File: src/rtl/lmarv_cycle_sequencer.sv
// Instruction-cycle sequencer for the lmarv-1 core: FETCH/DECODE/EXEC/WB with memory
// handshakes and PC counter-chain controls. Optional memory timeout: SEQ_WAIT_TIMEOUT_EN.
module lmarv_cycle_sequencer #(
  parameter int unsigned WAIT_MAX = 15
) (
  input  logic        cp,
  input  logic        n_mr,
  input  logic        run,
  input  logic        halt_req,
  input  logic        mem_ready,
  input  logic        need_mem,
  input  logic        branch_taken,
  output logic [3:0]  phase,
  output logic        mem_req,
  output logic        ir_load,
  output logic        rf_we,
  output logic        pc_n_pe,
  output logic        pc_cep,
  output logic        pc_cet,
  output logic [15:0] retired,
  output logic        halted,
  output logic        fault
);

  typedef enum logic [2:0] {StIdle, StFetch, StDecode, StExec, StWb, StHalt} state_e;

  state_e      state_q, state_d;
  logic        mem_flag_q, mem_flag_d;
  logic        br_flag_q, br_flag_d;
  logic [15:0] retired_q, retired_d;
  logic        fault_q, fault_d;
  logic        timeout;

`ifdef SEQ_WAIT_TIMEOUT_EN
  logic [7:0] wait_cnt_q, wait_cnt_d;

  // Fires on the WAIT_MAX-th consecutive wait cycle; mem_ready on that cycle still wins.
  assign timeout = mem_req && !mem_ready && (wait_cnt_q == 8'(WAIT_MAX - 1));

  always_comb begin
    wait_cnt_d = wait_cnt_q;
    if ((state_d == StFetch && state_q != StFetch) ||
        (state_q == StDecode && need_mem)) begin
      wait_cnt_d = '0;
    end else if (mem_req && !mem_ready) begin
      wait_cnt_d = wait_cnt_q + 8'd1;
    end
  end

  always_ff @(posedge cp or negedge n_mr) begin
    if (!n_mr) begin
      wait_cnt_q <= '0;
    end else begin
      wait_cnt_q <= wait_cnt_d;
    end
  end
`else
  // WAIT_MAX only matters when the timeout is built.
  logic unused_wait_max;
  assign unused_wait_max = ^WAIT_MAX;
  assign timeout = 1'b0;
`endif

  always_ff @(posedge cp or negedge n_mr) begin
    if (!n_mr) begin
      state_q    <= StIdle;
      mem_flag_q <= 1'b0;
      br_flag_q  <= 1'b0;
      retired_q  <= '0;
      fault_q    <= 1'b0;
    end else begin
      state_q    <= state_d;
      mem_flag_q <= mem_flag_d;
      br_flag_q  <= br_flag_d;
      retired_q  <= retired_d;
      fault_q    <= fault_d;
    end
  end

  always_comb begin
    state_d    = state_q;
    mem_flag_d = mem_flag_q;
    br_flag_d  = br_flag_q;
    retired_d  = retired_q;
    fault_d    = fault_q;
    unique case (state_q)
      StIdle: begin
        if (run) state_d = StFetch;
      end
      StFetch: begin
        if (mem_ready) begin
          state_d = StDecode;
        end else if (timeout) begin
          state_d = StHalt;
          fault_d = 1'b1;
        end
      end
      StDecode: begin
        mem_flag_d = need_mem;
        state_d    = StExec;
      end
      StExec: begin
        if (!mem_flag_q || mem_ready) begin
          br_flag_d = branch_taken;
          state_d   = StWb;
        end else if (timeout) begin
          state_d = StHalt;
          fault_d = 1'b1;
        end
      end
      StWb: begin
        retired_d = retired_q + 16'd1;
        if (halt_req)  state_d = StHalt;
        else if (run)  state_d = StFetch;
        else           state_d = StIdle;
      end
      StHalt: ;
      default: state_d = StIdle;
    endcase
  end

  always_comb begin
    phase   = 4'b0000;
    mem_req = 1'b0;
    ir_load = 1'b0;
    rf_we   = 1'b0;
    pc_n_pe = 1'b1;
    pc_cep  = 1'b0;
    pc_cet  = 1'b0;
    unique case (state_q)
      StFetch: begin
        phase   = 4'b0001;
        mem_req = 1'b1;
        ir_load = mem_ready;
      end
      StDecode: phase = 4'b0010;
      StExec: begin
        phase   = 4'b0100;
        mem_req = mem_flag_q;
      end
      StWb: begin
        phase   = 4'b1000;
        rf_we   = 1'b1;
        // Branch loads the target; otherwise the chain counts one word.
        pc_n_pe = !br_flag_q;
        pc_cep  = !br_flag_q;
        pc_cet  = !br_flag_q;
      end
      default: ;
    endcase
  end

  assign retired = retired_q;
  assign halted  = (state_q == StHalt);
  assign fault   = fault_q;

endmodule

File: config.mk
export PLATFORM = sky130hd
export DESIGN_NAME = lmarv_cycle_sequencer
export DESIGN_NICKNAME = d
export VERILOG_FILES = /design/src/rtl/lmarv_cycle_sequencer.sv
export SDC_FILE = /design/constraint.sdc
export NUM_CORES = 1
export LEC_CHECK = 0
export BUFFER_PORTS_ARGS = -buffer_cell sky130_fd_sc_hd__buf_2
export CAP_MARGIN = 20
export CORE_MARGIN = 2
export CORE_UTILIZATION = 44
export DETAILED_ROUTE_END_ITERATION = 6
export PLACE_DENSITY = 0.79
export SETUP_SLACK_MARGIN = 0.5
export SLEW_MARGIN = 5
export SYNTH_ARGS = -nofsm -noshare
export SYNTH_HDL_FRONTEND = slang
export SYNTH_SLANG_ARGS = --single-unit
File: constraint.sdc
create_clock -name cp -period 1.4 [get_ports cp]
set_input_delay 0.14 -clock cp [delete_from_list [all_inputs] [get_ports cp]]
set_output_delay 0.14 -clock cp [all_outputs]
set_load 0.01 [all_outputs]
==> impl_metrics.toml <==
[global_routing]
grt_pass1_vias = 1016
overflow = 0
antenna_found_initial = 0
grt_max_degree = 22
grt_pass1_wl_um = 4690
track_usage_pct = 23.1

[job]
maxCapViolCount = 0

[route]
wl_um = 3100
wire_per_inst_um = 16.0
viasPerCell = 5.15
drc = 0
drt_iter0_drc = 20
drtPass1Iterations = 4
dr_total_vias = 999
ant_nets = 0

[clock_network]
cts_tree = "done"
htree_levels = 1
cts.sinks = 21
cts_buffers = 3
clock-root-buffer = "clkbuf_4"
cts_buffer_depth = 2
clk_latency_ns = 0.32
clkSlewWorstSetupHoldPaths_ns = 0.13

[die]
fp.dieH_um = 53.2
core_area_um2 = 2250
die_w_um = 53.2
std_cell_rows = 17
die_area_um2 = 2830
io_pins = 35
initial_core_util_pct = 47.2

[synth]
synth_cell_type_count = 29
yosys_warnings = 0
avgSynthCellArea_um2 = 10.7
synth_fp_nets = 107
yosys.area.top_type = "dfrtp_1"
synth_edf_count = 0
synth-seq-cells = 21
synth.top_cell.area_share_pct = 49.4
synth.area.top_cells = "dfrtp_1, xnor2_1, xor2_1"
synthCells = 99
syn_area_um2 = 1060
seq_area_frac_synth_pct = 49.4
synth_ff_type = "dfrtp_1"
synthArstFlopShare_pct = 100

[timing]
finalMaxSlewViolations = 0
layout_worst_path_cycle_share_pct = 114
fin_ws_ns = -0.202
setup_violations = 24
finClkSkew_ns = 0.0158
period_needed_ns = 1.60
max_freq_mhz = 624
fin_worst_hold_slack_ns = 0.0348
rsz0062_at_grt = "true"
finalHoldViolations = 0

[critical_path]
cp-start-kind = "flip-flop"
cp_cell_sequence = "nor3b_4, buf_6, nor2b_4, buf_2"
critPathRequiredTime_ns = 1.26
r2r-start = "state_q[1]"
crit_type = "reg -> out"
r2r-end = "retired[8]"
worstRegToRegCells = 5
slowest_delay_ns = 0.46
critical_path.slowest_cell = "dfrtp_1"
r2r_slack_ns = -0.13
cp-end-kind = "primary output"
crit_fanout = 3
worstPathArrival_ns = 1.46

[placement]
dp_hpwl_um = 1670
io_buffers = 33
place_congestion = 0.825
place_area_um2 = 1340

[power]
swShare_pct = 39.9
power_frac_clock_pct = 11.8
comb_power_share_pct = 54.0
powerDensity_nw_per_um2 = 1470
switchingPower_mw = 1.05
vdd_drop_max_mv = 1.25
p_int_mw = 1.57
seq_power_share_pct = 34.3
power_leakage_nw = 0.930

[outcome]
violations = "setup timing"
status = "finished, violations left"

[cells_and_area]
drive_gt1_share_pct = 63.3
final_nets = 175
final_common_cell = "buf_4"
final_cell_mix = "buf_4, buf_2, buf_6, dfrtp_1"
area_growth_pct = 67.9
fin_area_um2 = 1790
n_antenna_cell = 0

[hold_path]
min_from = "branch_taken"
hp-class = "in -> reg"
min_path_cells = 2
holdPathEnd = "br_flag_q"
-- registers in the layout, summed over array words and instances, names as in the netlist --
name / flops
br_flag_q: 1
mem_flag_q: 1
retired: 16
state_q: 3
-- worst max-delay path by stage --
| stage | startpoint | to | cells after the start |
|---|---|---|---|
| 3_5_place_dp | state_q[1] | retired[1] | 3 |
| 4_1_cts | state_q[1] | mem_req | 4 |
| 6_report | state_q[1] | pc_cep | 4 |
| 2_1_floorplan | state_q[1] | retired[12] | 5 |
| 3_3_place_gp | state_q[1] | retired[1] | 3 |
| 5_1_grt | state_q[1] | pc_cet | 4 |
-- final cells by class --
type                            instances  area (um^2)
Sequential cell                        21          528
Clock buffer                            3         22.5
Fill cell                             152          469
Clock inverter                          1         5.00
Inverter                                3         17.5
Timing Repair Buffer                   68          531
Multi-Input combinational cell         70          647
Tap cell                               28         35.0
-- per-stage QoR --
stage	total power [mW]	setup TNS (ns)	worst slack (ns)	util [%]	instances
after floorplan	1.48	-1.41	-0.157	-	99
after global placement	1.71	0	0.0527	59.5	164
after detailed placement	1.73	0	0.0282	59.5	164
after CTS	2.42	-0.724	-0.107	74.4	186
after global routing	2.77	-4.19	-0.272	79.2	194
final	2.62	-2.37	-0.202	79.2	194
-- cells in the mapped netlist (all sizes together) (2+ instances only) --
cell type  count
buf            4
inv            3
dfrtp         21
xor2           7
nand4          3
nor2           5
nor4           2
mux2           3
nor2b          2
nor3b          2
xnor2          8
o21ai          2
nor3           5
and3           3
nand2b         2
nand2         12
nand3          7
-- logic make-up (layout without fill, tap and decap cells) --
| logic type | count (synthesis) | after routing | share of synthesized area (%) |
|---|---|---|---|
| AND/OR/NAND/NOR | 43 | 43 | 24.0 |
| flip-flops | 21 | 21 | 49.4 |
| XOR/XNOR | 15 | 15 | 12.4 |
| buffers and inverters | 8 | 75 | 4.59 |
| AO/OA/AOI/OAI | 7 | 7 | 4.94 |
| multiplexers | 3 | 3 | 3.18 |
| adder cells (fa/ha/maj) | 1 | 1 | 1.18 |
| other | 1 | 1 | 0.353 |
-- critical path, delay by kind of cell (launching register included) --
| family | cells | cell delay [ns] |
|---|---|---|
| flip-flops | 1 | 0.46 |
| AND/OR/NAND/NOR | 2 | 0.39 |
| buffers and inverters | 2 | 0.29 |
-- layer usage --
layer  part of all wire [%]  track usage [%]  vias up
met1                     39             28.7      493
met2                     55             40.8       31
met5                      0                0        -
li1                       -                -      471
met4                    1.4             3.85        0
met3                    4.4             5.37        4
-- power groups by stage --
stage,registers [mW],logic [mW],clock network (mW)
5_1_grt,0.914,1.51,0.343
6_report,0.898,1.41,0.309
3_5_place_dp,0.872,0.863,0
2_1_floorplan,0.877,0.599,0
4_1_cts,0.875,1.25,0.295
3_3_place_gp,0.862,0.846,0
-- what timing repair did --
action / CTS / global route
gates resized for setup: 39 / 10
endpoints found under the setup margin: 48 / 48
pin swaps: 6 / 2
hold buffers: 1 / 0
endpoints found under the hold margin: 21 / 0
setup buffers: 17 / 8
(Power assumes the default switching activity.)
